===== config.mk =====
export PLATFORM = sky130hd
export DESIGN_NAME = cache_line_addr_gen
export DESIGN_NICKNAME = d
export VERILOG_FILES = /design/src/rtl/cache_line_addr_gen.sv
export SDC_FILE = /design/constraint.sdc
export NUM_CORES = 1
export LEC_CHECK = 0
export CAP_MARGIN = 30
export CORE_ASPECT_RATIO = 1.2
export CORE_MARGIN = 3
export CORE_UTILIZATION = 30
export CTS_CLUSTER_DIAMETER = 30
export CTS_CLUSTER_SIZE = 25
export DETAILED_ROUTE_END_ITERATION = 8
export SYNTH_ARGS = -nofsm -noshare
export SYNTH_HDL_FRONTEND = slang
export SYNTH_SLANG_ARGS = --single-unit

===== constraint.sdc =====
create_clock -name clk -period 2.5 [get_ports clk]
set_clock_uncertainty 0.15 [all_clocks]
set_input_delay 0.5 -clock clk [delete_from_list [all_inputs] [get_ports clk]]
set_output_delay 0.5 -clock clk [all_outputs]
set_load 0.02 [all_outputs]

===== src/rtl/cache_line_addr_gen.sv =====
// Line-to-word address sequencer: line index -> external x10 stage -> burst
// of WORDS consecutive word addresses on a valid/ready stream.
module cache_line_addr_gen #(
  parameter int IDX_W   = 16,
  parameter int ADDR_W  = 20,
  parameter int WORDS   = 10,
  parameter int MUL_LAT = 1
) (
  input  logic              clk,
  input  logic              rst,
  input  logic              req_vld,
  output logic              req_rdy,
  input  logic [IDX_W-1:0]  req_idx,
  output logic [IDX_W-1:0]  mul_in,
  input  logic [ADDR_W-1:0] mul_out,
  output logic              addr_vld,
  input  logic              addr_rdy,
  output logic [ADDR_W-1:0] addr,
  output logic              addr_last,
  output logic              busy
);

  localparam int CNT_W  = (WORDS > 1) ? $clog2(WORDS) : 1;
  localparam int WCNT_W = (MUL_LAT > 1) ? $clog2(MUL_LAT) : 1;

  typedef enum logic [1:0] {
    S_IDLE,
    S_WAIT,
    S_LOAD,
    S_BURST
  } state_t;

  state_t r_state;
  state_t w_next;

  logic [IDX_W-1:0]  r_idx_q;
  logic [ADDR_W-1:0] r_base_q;
  logic [ADDR_W-1:0] r_addr;
  logic [CNT_W-1:0]  r_cnt;
  logic [WCNT_W-1:0] r_wcnt;

  logic w_accept;
  logic w_wait_done;
  logic w_is_last;
  logic w_beat;

  assign w_accept    = req_rdy & req_vld;
  assign w_wait_done = (r_wcnt == WCNT_W'(MUL_LAT - 1));
  assign w_is_last   = (r_cnt == CNT_W'(WORDS - 1));
  assign w_beat      = addr_vld & addr_rdy;

  always_ff @(posedge clk or negedge rst) begin
    if (!rst) begin
      r_state <= S_IDLE;
    end else begin
      r_state <= w_next;
    end
  end

  always_comb begin
    w_next = r_state;
    unique case (r_state)
      S_IDLE: begin
        if (w_accept) w_next = S_WAIT;
      end
      S_WAIT: begin
        if (w_wait_done) w_next = S_LOAD;
      end
      S_LOAD: begin
        w_next = S_BURST;
      end
      S_BURST: begin
        if (w_beat && w_is_last) w_next = S_IDLE;
      end
      default: w_next = S_IDLE;
    endcase
  end

  // mul_in stays on the last accepted index so the multiplier never sees X.
  always_ff @(posedge clk or negedge rst) begin
    if (!rst) begin
      r_idx_q  <= '0;
      r_wcnt   <= '0;
      r_base_q <= '0;
      r_cnt    <= '0;
      r_addr   <= '0;
    end else begin
      unique case (r_state)
        S_IDLE: begin
          if (w_accept) begin
            r_idx_q <= req_idx;
            r_wcnt  <= '0;
          end
        end
        S_WAIT: begin
          if (!w_wait_done) r_wcnt <= r_wcnt + WCNT_W'(1);
        end
        S_LOAD: begin
          r_base_q <= mul_out;
          r_cnt    <= '0;
          r_addr   <= mul_out;
        end
        S_BURST: begin
          if (w_beat && !w_is_last) begin
            r_cnt  <= r_cnt + CNT_W'(1);
            r_addr <= r_base_q + ADDR_W'(r_cnt) + ADDR_W'(1);
          end
        end
        default: ;
      endcase
    end
  end

  // req_rdy is gated by rst so it is low for the whole reset assertion.
  always_comb begin
    req_rdy   = rst && (r_state == S_IDLE);
    busy      = (r_state != S_IDLE);
    addr_vld  = (r_state == S_BURST);
    addr_last = (r_state == S_BURST) && w_is_last;
    addr      = r_addr;
    mul_in    = r_idx_q;
  end

endmodule

# Word level (Yosys, flattened, before mapping)
# Index checks and enable logic that the tools add are counted.
[totals]
reg_bits = 63
in_bits = 40
output_inout_bits = 40
[op_classes]
addsub = 4
eq_ne = 8
muxes = 11
bitwise_logic = 2
n_reduce_logical = 13
[ops]
columns = ["cell", "n"]
rows = [
  ["20-bit one-hot mux with 2 select lines", 1],
  ["20-bit by 1-bit adder with 20-bit output, second input constant", 1],
  ["20-bit by 4-bit adder with 20-bit output", 1],
  ["20-bit two-way mux", 1],
  ["2-bit one-hot mux with 4 select lines", 1],
  ["4-bit one-hot mux with 2 select lines", 1],
  ["2-bit two-way mux", 3],
  ["2-bit AND reduction", 3],
  ["2-bit nonzero test", 3],
  ["4-bit by 1-bit adder with 4-bit output, second input constant", 1],
  ["2-bit equality test, second input constant", 2],
  ["4-bit equality test, second input constant", 1],
  ["1-bit logical AND", 4],
  ["4-bit two-way mux", 1],
  ["2-bit by 1-bit != test with 1-bit output, second input constant", 2],
  ["2-bit != test, second input constant", 2],
  ["3-bit AND reduction", 1],
  ["1-bit AND", 2],
  ["2-bit by 1-bit equality test with 1-bit output, second input constant", 1],
  ["2-bit zero test", 1],
  ["1-bit two-way mux", 2],
  ["1-bit one-hot mux with 2 select lines", 1],
  ["1-bit adder, second input constant", 1],
  ["1-bit zero test", 1],
]

# Logic depth before layout (Yosys ltp)
[logic_depth]
ltp_word = 5
mapped_depth = 9

# Worst setup path after synthesis
# Ideal clock, no wire load.
[synth_timing]
kind = "reg2out"
from = "reg r_state[1]"
to = "out addr_last"
t_arrival_ps = 1547
required_time_ps = 1850
setup_slack_ps = 303
stages_incl_launch_ff = 5
cell_sequence = "dfrtp_1 ha_1 buf_2 clkbuf_1 and2_1"
[synth_via]
elab_chain_len = 2
[synth_rtl]
columns = ["item", "line", "text"]
rows = [
  ["start: declaration", "33", "state_t r_state;"],
  ["start signal: assignment", "56", "r_state <= w_next;"],
  ["2-bit equality test", "-", ""],
  ["net addr_vld", "16", "output logic addr_vld,"],
  ["1-bit logical AND", "119", "addr_last = (r_state == S_BURST) && w_is_last;"],
  ["end: declaration", "19", "output logic addr_last,"],
]
# The timed path passes the listed nets, and every way through them passes these cells.

# Worst setup path after layout
[layout_timing]
from = "reg r_cnt[1]"
to = "out addr_last"
[layout_via]
elab_chain_len = 2
[layout_rtl]
columns = ["item", "line", "text"]
rows = [
  ["start: declaration", "39", "logic [CNT_W-1:0] r_cnt;"],
  ["start signal: assignment", "105", "r_cnt <= r_cnt + CNT_W'(1);"],
  ["4-bit equality test", "49", "assign w_is_last = (r_cnt == CNT_W'(WORDS - 1));"],
  ["1-bit logical AND", "119", ""],
]
# Every way passes these cells.

==> results.sh <==
export IMPL_setup_violations=0
export IMPL_synth_area_um2=3140
export IMPL_path_depth=6
export IMPL_post_synth_top_count_cell="dfrtp_1"
export IMPL_stdcell_area_um2=4460
export IMPL_drt_total_wl_um=7880
export IMPL_grt_pass1_wl_um=13100
export IMPL_ys_types=38
export IMPL_tns_ns=0
export IMPL_clk_pin_slew_ns=0.05
export IMPL_ys_warn_count=0
export IMPL_slowest_delay_ns=0.43
export IMPL_post_place_ws_ns=0.169
export IMPL_whs_ns=0.248
export IMPL_die_y_um=118
export IMPL_critPathTopFamily="buffers and inverters"
export IMPL_r2r_end="addr[18]"
export IMPL_path_buf_inv=2
export IMPL_p_total_mw=6.19
export IMPL_synth_top_area_cell="dfrtp_1"
export IMPL_io_pins=80
export IMPL_antenna_found_initial=0
export IMPL_ys_seq_elements=62
export IMPL_cellPowerDensity_nw_per_um2=1390
export IMPL_area_delta_synth_final_pct=42.0
export IMPL_slowest_stage="dfrtp_1"
export IMPL_fin_cells=501
export IMPL_rows=40
export IMPL_cts_hold_buf=0
export IMPL_timing_rr_start="r_cnt[0]"
export IMPL_worstRegToRegCells=8
export IMPL_dr_pass1_iters=4
export IMPL_p_leak_nw=1.86
export IMPL_cts_buffers=9
export IMPL_antenna_cells=0
export IMPL_drt_initial_drc_count=92
export IMPL_grt_setup_unrepaired="false"
export IMPL_die_w_um=99.5
export IMPL_grt_max_degree=63
export IMPL_grt_total_usage=0.140
export IMPL_vias_per_cell=4.90
export IMPL_drive_above_1_share=0.179
export IMPL_via_count=2454
export IMPL_cp_max_fo=5
export IMPL_synth_edf_count=0
export IMPL_grtUsageMet2=0.227
export IMPL_routedWlPerCell_um=15.7
export IMPL_gr_total_overflow=0
export IMPL_path_cells="inv_1 -> ha_1 -> nand2_1 -> nor2_1 -> and2_1 -> dlygate4sd2_1"
export IMPL_grtUsageMet1=0.181
export IMPL_h_tree_depth=3
export IMPL_required_ns=1.85
export IMPL_top_usage_layer="met2"
export IMPL_grt_use_met3=0.0372
export IMPL_ant_nets=0
export IMPL_timing_fmax_ghz=0.424
export IMPL_min_period_over_period=0.944
export IMPL_cts_sinks=62
export IMPL_clockBufferDepth=2
export IMPL_gp_congestion=0.777
export IMPL_io_buffer_count=79
export IMPL_synth_ff_type="dfrtp_1"
export IMPL_synthTopCellsByArea="dfrtp_1 49%, mux2_2 12%, ha_1 4.0%, o21ai_0 3.7%, nand2_1 3.1%"
export IMPL_yosysSeqAreaShare=0.493
export IMPL_critPathLaunchType="flop"
export IMPL_crit_end="addr_last"
export IMPL_critPathKind="reg2out"
export IMPL_synth_cells=281
export IMPL_nets=421
export IMPL_critPathLaunch="r_cnt[1]"
export IMPL_die_area_um2=11800
export IMPL_coreArea_um2=10100
export IMPL_cap_violations=0
export IMPL_syn_nets=332
export IMPL_post_synth_cell_area_avg_um2=11.2
export IMPL_cts_root_buf="clkbuf_16"
export IMPL_grt_pass1_vias=2565
export IMPL_post_place_cells=485
export IMPL_dp_hpwl_um=5600
export IMPL_vdd_drop_max_mv=0.551
export IMPL_maxSlewViolCount=0
export IMPL_n_fill_cell=974
export IMPL_end_kind="primary output"
export IMPL_cts_tree="yes"
export IMPL_async_flop_share=1.00
export IMPL_fin_util=0.442
export IMPL_worstMarginPinSlew_ns=0.799
export IMPL_fin_crit_ns=2.36
export IMPL_status="completed"
export IMPL_synth_top_area_frac=0.493
export IMPL_fin_ws_ns=0.141
export IMPL_final_hold_violation_count=0
export IMPL_drc=0
export IMPL_worstSkewPairLatency_ns=0.33
export IMPL_floorplan_initialDensity=0.311
export IMPL_hp_class="in2async"
export IMPL_cp_arrival_ns=1.71
export IMPL_maxSlewHeadroom=0.468
export IMPL_synth_common_cells="62 x dfrtp_1, 33 x mux2_2, 26 x nand2_1"
export IMPL_placed_cell_area_um2=4130
export IMPL_r2r_slack_ns=0.17
-- cells in the final DEF, fill, tap and decap left out, types with 2 or more instances in the layout --
master / count
nor3b_1: 10
mux2_2: 33
a211oi_1: 5
and2_1: 2
a21oi_1: 15
nand2b_1: 3
nor2b_1: 3
clkbuf_16: 9
buf_4: 9
clkbuf_8: 3
and3_1: 4
clkdlybuf4s50_1: 76
o21ai_0: 23
nand3b_1: 2
xnor2_1: 11
nor2_1: 6
nand2_1: 26
bufinv_16: 2
dfrtp_1: 62
mux2i_1: 7
inv_1: 12
nand3_1: 8
ha_1: 10
nand4_1: 2
xor2_1: 8
a21oi_2: 2
o21ai_1: 3
-- worst register-to-register path: cells and delay by family, from the launching register on --
family	cells	cell delay, ns
AOI/OAI and AO/OA	2	0.45
xor gates and xnor gates	1	0.16
adders and majority gates	2	0.62
buffers and inverters	1	0.07
DFF	1	0.43
and+or+nand+nor	2	0.37
-- kinds of logic (layout without fill, tap and decap cells) --
family	count (synthesis)	after routing	share of synthesized area
compound gates	55	55	0.112
simple gates	71	71	0.126
xor+xnor	19	19	0.0529
buf+inv	23	117	0.0294
mux	40	40	0.140
flops	62	62	0.493
fa+ha+maj	11	11	0.0462
-- sequential cells by signal (all words and copies together) (netlist names) --
signal / count
addr: 20
mul_in: 16
r_state: 2
r_cnt: 4
r_base_q: 20
-- how the worst min path moves through the flow --
stage | startpoint | endpoint | slack (ns) | cells past startpoint
4_1_cts | rst | mul_in[6] | 0.29 | 2
3_3_place_gp | addr[0] | addr[0] | 0.31 | 2
6_report | rst | mul_in[12] | 0.25 | 2
3_5_place_dp | addr[4] | addr[4] | 0.32 | 2
2_1_floorplan | rst | addr[0] | 0.05 | 0
5_1_grt | rst | mul_in[14] | 0.32 | 2
-- report_power, final --
group          total (mW)  internal, mW  switching, mW
combinational        2.91          1.45           1.47
sequential           1.89          1.51          0.381
clock                1.39         0.952          0.433
-- per-layer routing --
metal | up-vias | routed length (um)
met4 | 0 | 97
met3 | 9 | 475
met5 | - | 0
li1 | 1165 | -
met2 | 85 | 3810
met1 | 1195 | 3500
-- final cells by class --
| cell class | instances | area, um2 | area share |
|---|---|---|---|
| tap | 126 | 158 | 0.0353 |
| clock inverter | 3 | 65.1 | 0.0146 |
| inverter | 12 | 45.0 | 0.0101 |
| multi-input combinational | 196 | 1500 | 0.336 |
| timing repair buffer | 89 | 875 | 0.196 |
| clock buffer | 13 | 270 | 0.0605 |
| sequential | 62 | 1550 | 0.348 |
-- repair_timing --
item / 4_1_cts / 5_1_grt
resized for setup: 1 / 1
setup endpoints to repair: 1 / 1
buffers inserted: 0 / 0
No activity file was read; power rests on OpenSTA's default activity.
==> RTL edit 1, RTL diff (config.mk and constraints unchanged) <==
`ADDR_W`: 20 -> 40.
--- a/src/rtl/cache_line_addr_gen.sv
+++ b/src/rtl/cache_line_addr_gen.sv
@@ -4,3 +4,3 @@
   parameter int IDX_W   = 16,
-  parameter int ADDR_W  = 20,
+  parameter int ADDR_W  = 40,
   parameter int WORDS   = 10,
Ports: changed (resized addr and mul_out); port bits go from 80 to 120. The function was not compared with the original's and may differ.
==> RTL edit 1 against the original RTL <==
  * Power rose by 51%
  * Synthesized area rose by 71%
  * Clock power grew 4%
  * Wire length up 87%
  * Worst setup slack got worse by 0.036 ns
  * Via count rose by 77%
  * Synthesized cell count up 79%
  * Worst hold slack better by 0.092 ns
  * Final cell count grew 69%
  * Sequential share of layout area up 0.48 points
  * Sequential cell count rose by 40
  * Final area grew 62%
  * Critical path type is now reg2reg
  * Largest cell class is now multi-input gates
  * Largest power group unchanged
==> RTL edit 1: results (changes against the original RTL) <==
Port Buffer Count - 119 (+51%)
Worst Path Arrival - 2.47 ns (+0.76 ns)
CP Capture Type - flop
DP Wirelength - 10600 um (+90%)
Post-Synth Adder-Cell Area - 2.70% (-1.9 points)
slowest stage delay, CP - 0.48 ns (+0.05 ns)
Final nets - 699 (+66%)
post-synthesis mux area share - 13.9% (-0.11 points)
placed insts - 832 (+72%)
number of global-route vias before repair - 4436 (+73%)
fmax - 418 MHz (-1.5%)
post-synthesis compound-gate area fraction - 10.7% (-0.46 points)
Hold Buf Count CTS - 1 (+1)
comb pwr - 4.76 mW (+64%)
Net Switching - 3.73 mW (+64%)
dominant cells by area after synthesis - dfrtp_1 48%, mux2_2 11%, nor3b_1 4.6%, o21ai_0 3.4%, a21oi_1 2.9%
largest net degree at the start of global routing - 51 (-19%)
RePlAce Congestion - 0.798 (+2.7%)
Crit Reg-Reg Startpoint - r_cnt[1]$_DFFE_PN0P_
first-pass GRT wire length - 23800 um (+82%)
post-synthesis sequential area ratio - 47.5% (-1.8 points)
Avg Cell Area, Syn - 10.7 um^2 (-4.6%)
Total Wirelength - 14800 um (+87%)
Via density - 5.10 (+4.2%)
Post-CTS Resized - 2 (+1)
status - finished, final reports clean
Int Power - 5.61 mW (+43%)
top cells by count, synth - 102 x dfrtp_1, 54 x mux2_2, 36 x o21ai_0
Worst-Margin Slew - 0.667 ns (-0.132 ns)
Fill cells - 1634 (+68%)
worst skew pair latency - 0.35 ns (+0.02 ns)
RR Endpoint - addr[33]$_DFFE_PN0P_
classification of the worst-slack hold path - reg2reg
slowest CP cell - a2111oi_1
leak pwr - 2.89 nW (+56%)
Max VDD drop - 0.534 mV (-3.2%)
xor and xnor fraction of the mapped netlist area - 4.89% (-0.40 points)
Hold WS - 0.340 ns (+0.0918 ns)
==> RTL edit 1: cell count changes in the layout (fill, tap and decap cells not counted), sizes merged, moves of 6 or more <==
| cell | unedited run | this run |
|---|---|---|
| buf | 11 | 29 |
| o21ai | 26 | 37 |
| mux2 | 33 | 54 |
| mux2i | 7 | 14 |
| nor2 | 7 | 18 |
| nand2 | 26 | 32 |
| dfrtp | 62 | 102 |
| xor2 | 8 | 15 |
| clkdlybuf4s50 | 76 | 116 |
| a21oi | 17 | 31 |
| nor3b | 10 | 33 |
| nor4 | 0 | 8 |
| and3 | 4 | 15 |
| o2111ai | 1 | 9 |
==> RTL edit 1: critical path, delay by kind of cell, from the launching register on <==
kind / cells / cell delay [ns]
AND/OR/NAND/NOR: 1 / 0.26
flip-flops: 1 / 0.42
buffers and inverters: 2 / 0.35
XOR/XNOR: 1 / 0.10
adder cells (fa/ha/maj): 1 / 0.29
AO/OA/AOI/OAI: 3 / 0.69
==> RTL edit 1: routing by layer <==
| metal | GRT usage (%) | vias up | share of wire (%) |
|---|---|---|---|
| li1 | - | 2065 | - |
| met1 | 19.6 | 2132 | 43 |
| met2 | 24.4 | 120 | 48 |
| met3 | 4.31 | 17 | 7.3 |
| met4 | 5.41 | 0 | 1.8 |
| met5 | 0 | - | 0 |
==> RTL edit 1: through the flow <==
step                area [um^2]  util [%]
global route               7240      42.0
finish                     7240      42.0
CTS                        7220      41.9
floorplan                  5370         -
detailed placement         6910      40.1
global placement           6910      40.1
==> RTL edit 1: final cells by class <==
class | count | area share (%)
Timing Repair Buffer | 148 | 19.6
Multi-Input combinational cell | 355 | 36.6
Sequential cell | 102 | 35.2
Tap cell | 216 | 3.73
Clock inverter | 4 | 0.622
Clock buffer | 12 | 3.54
Inverter | 12 | 0.622
==> RTL edit 2, RTL diff (config.mk and constraints unchanged) <==
Made on the original files. Re-encode `state_t` (4 states) as Gray code, 2 bits wide.
--- a/src/rtl/cache_line_addr_gen.sv
+++ b/src/rtl/cache_line_addr_gen.sv
@@ -26,6 +26,6 @@
   typedef enum logic [1:0] {
-    S_IDLE,
-    S_WAIT,
-    S_LOAD,
-    S_BURST
+    S_IDLE  = 2'b00,
+    S_WAIT  = 2'b01,
+    S_LOAD  = 2'b11,
+    S_BURST = 2'b10
   } state_t;
Function: same outputs for any inputs over 10 cycles, from zero or initial values and one cycle with rst low; not proved beyond that.
==> RTL edit 2 against the original RTL <==
  * Clock power decreased by 21%
  * Sequential cell count unchanged
  * Wire length decreased by 5.2%
  * Largest cell class unchanged
  * Power decreased by 7.0%
  * Final area decreased by 5.7%
  * Synthesized area decreased by 4.2%
  * Non-clock buffer count decreased by 3
  * Worst setup slack got worse by 0.059 ns
  * Final cell count increased by 2.6%
  * Via count increased by 0.65%
==> RTL edit 2: results (changes against the original RTL) <==
status - finished, final reports clean
CP Max Fanout - 8 (+3)
Post-Synth Adder-Cell Area - 3.16% (-1.5 points)
switching share of total power - 39.1% (+2.2 points)
Data buffer area share - 20.2% (+0.57 points)
xor and xnor fraction of the mapped netlist area - 4.36% (-0.93 points)
Worst-Margin Slew - 0.793 ns (-0.00535 ns)
dominant cells by area after synthesis - dfrtp_1 51%, nand2_1 8.6%, mux2_2 6.0%, o21ai_0 3.8%, a22oi_1 3.2%
Multi-In Gates - 220 (+12%)
Post-Layout Cell Count - 514 (+2.6%)
final-layout clock-cell area share - 6.10% (-1.4 points)
post-place setup slack - 0.214 ns (+0.0453 ns)
slowest stage delay, CP - 0.61 ns (+0.18 ns)
Fill cells - 950 (-2.5%)
highest routed layer - met4
nonclk buf count - 86 (-3.4%)
met1 wire length - 3410 um (-2.6%)
number of sequential cells - 62 (unchanged)
M1 GR Usage - 17.4% (-0.68 points)
slowest CP cell - clkdlybuf4s50_1
met2 usage - 22.0% (-0.74 points)
Via density - 4.81 (-1.9%)
post-synthesis mux area share - 5.98% (-8.1 points)
WL met3 - 311 um (-35%)
Max VDD drop - 0.366 mV (-34%)
met3 usage - 3.49% (-0.23 points)
post-synthesis sequential area ratio - 51.5% (+2.2 points)
clkbuf count - 12 (-1)
placed insts - 500 (+3.1%)
first-pass GRT wire length - 12200 um (-6.7%)
Cell variety after synth - 40 (+5.3%)
Comb pwr share - 47.5% (+0.4 points)
sequential share of cell area - 36.9% (+2.1 points)
Synth Net Count - 350 (+5.4%)
area post-placement - 3950 um^2 (-4.3%)
top cells by count, synth - 69 x nand2_1, 62 x dfrtp_1, 23 x o21ai_0
wire per inst - 14.5 um (-7.6%)
Die ar. - 11300 um^2 (-3.9%)
RePlAce Congestion - 0.765 (-1.6%)
initial DRC count - 106 (+15%)
invs w/o clock - 9 (-3)
clock network fraction of design power - 19.2% (-3.2 points)
multi-input combinational area share - 32.4% (-1.2 points)
DP Wirelength - 5220 um (-6.7%)
GRT Overall Usage - 13.5% (-0.42 points)
number of global-route vias before repair - 2493 (-2.8%)
Worst Path Arrival - 1.77 ns (+0.06 ns)
final worst-path cycle share - 96.7% (+2.4 points)
## RTL edit 2: what timing repair did
item | in CTS | in global routing
hold endpoints to repair | 0 | 0
resized for setup | 2 | 1
endpoints found under the setup margin | 2 | 1
pin swaps | 0 | 0
buffers inserted | 0 | 0
hold buffers | 0 | 0
## RTL edit 2: final timing paths
| kind | to | startpoint | depth (start not counted) |
|---|---|---|---|
| setup / recovery | addr_vld | r_state[0]$_DFFE_PN0P_ | 3 |
| hold / removal | mul_in[3]$_DFFE_PN0P_ | rst | 2 |
| setup reg to reg | addr[12]$_DFFE_PN0P_ | r_cnt[0]$_DFFE_PN0P_ | 9 |
| hold reg to reg | addr[2]$_DFFE_PN0P_ | addr[2]$_DFFE_PN0P_ | 2 |
| max in group asynchronous | addr[0]$_DFFE_PN0P_ | rst | 2 |
| min in group clk | addr[2]$_DFFE_PN0P_ | addr[2]$_DFFE_PN0P_ | 2 |
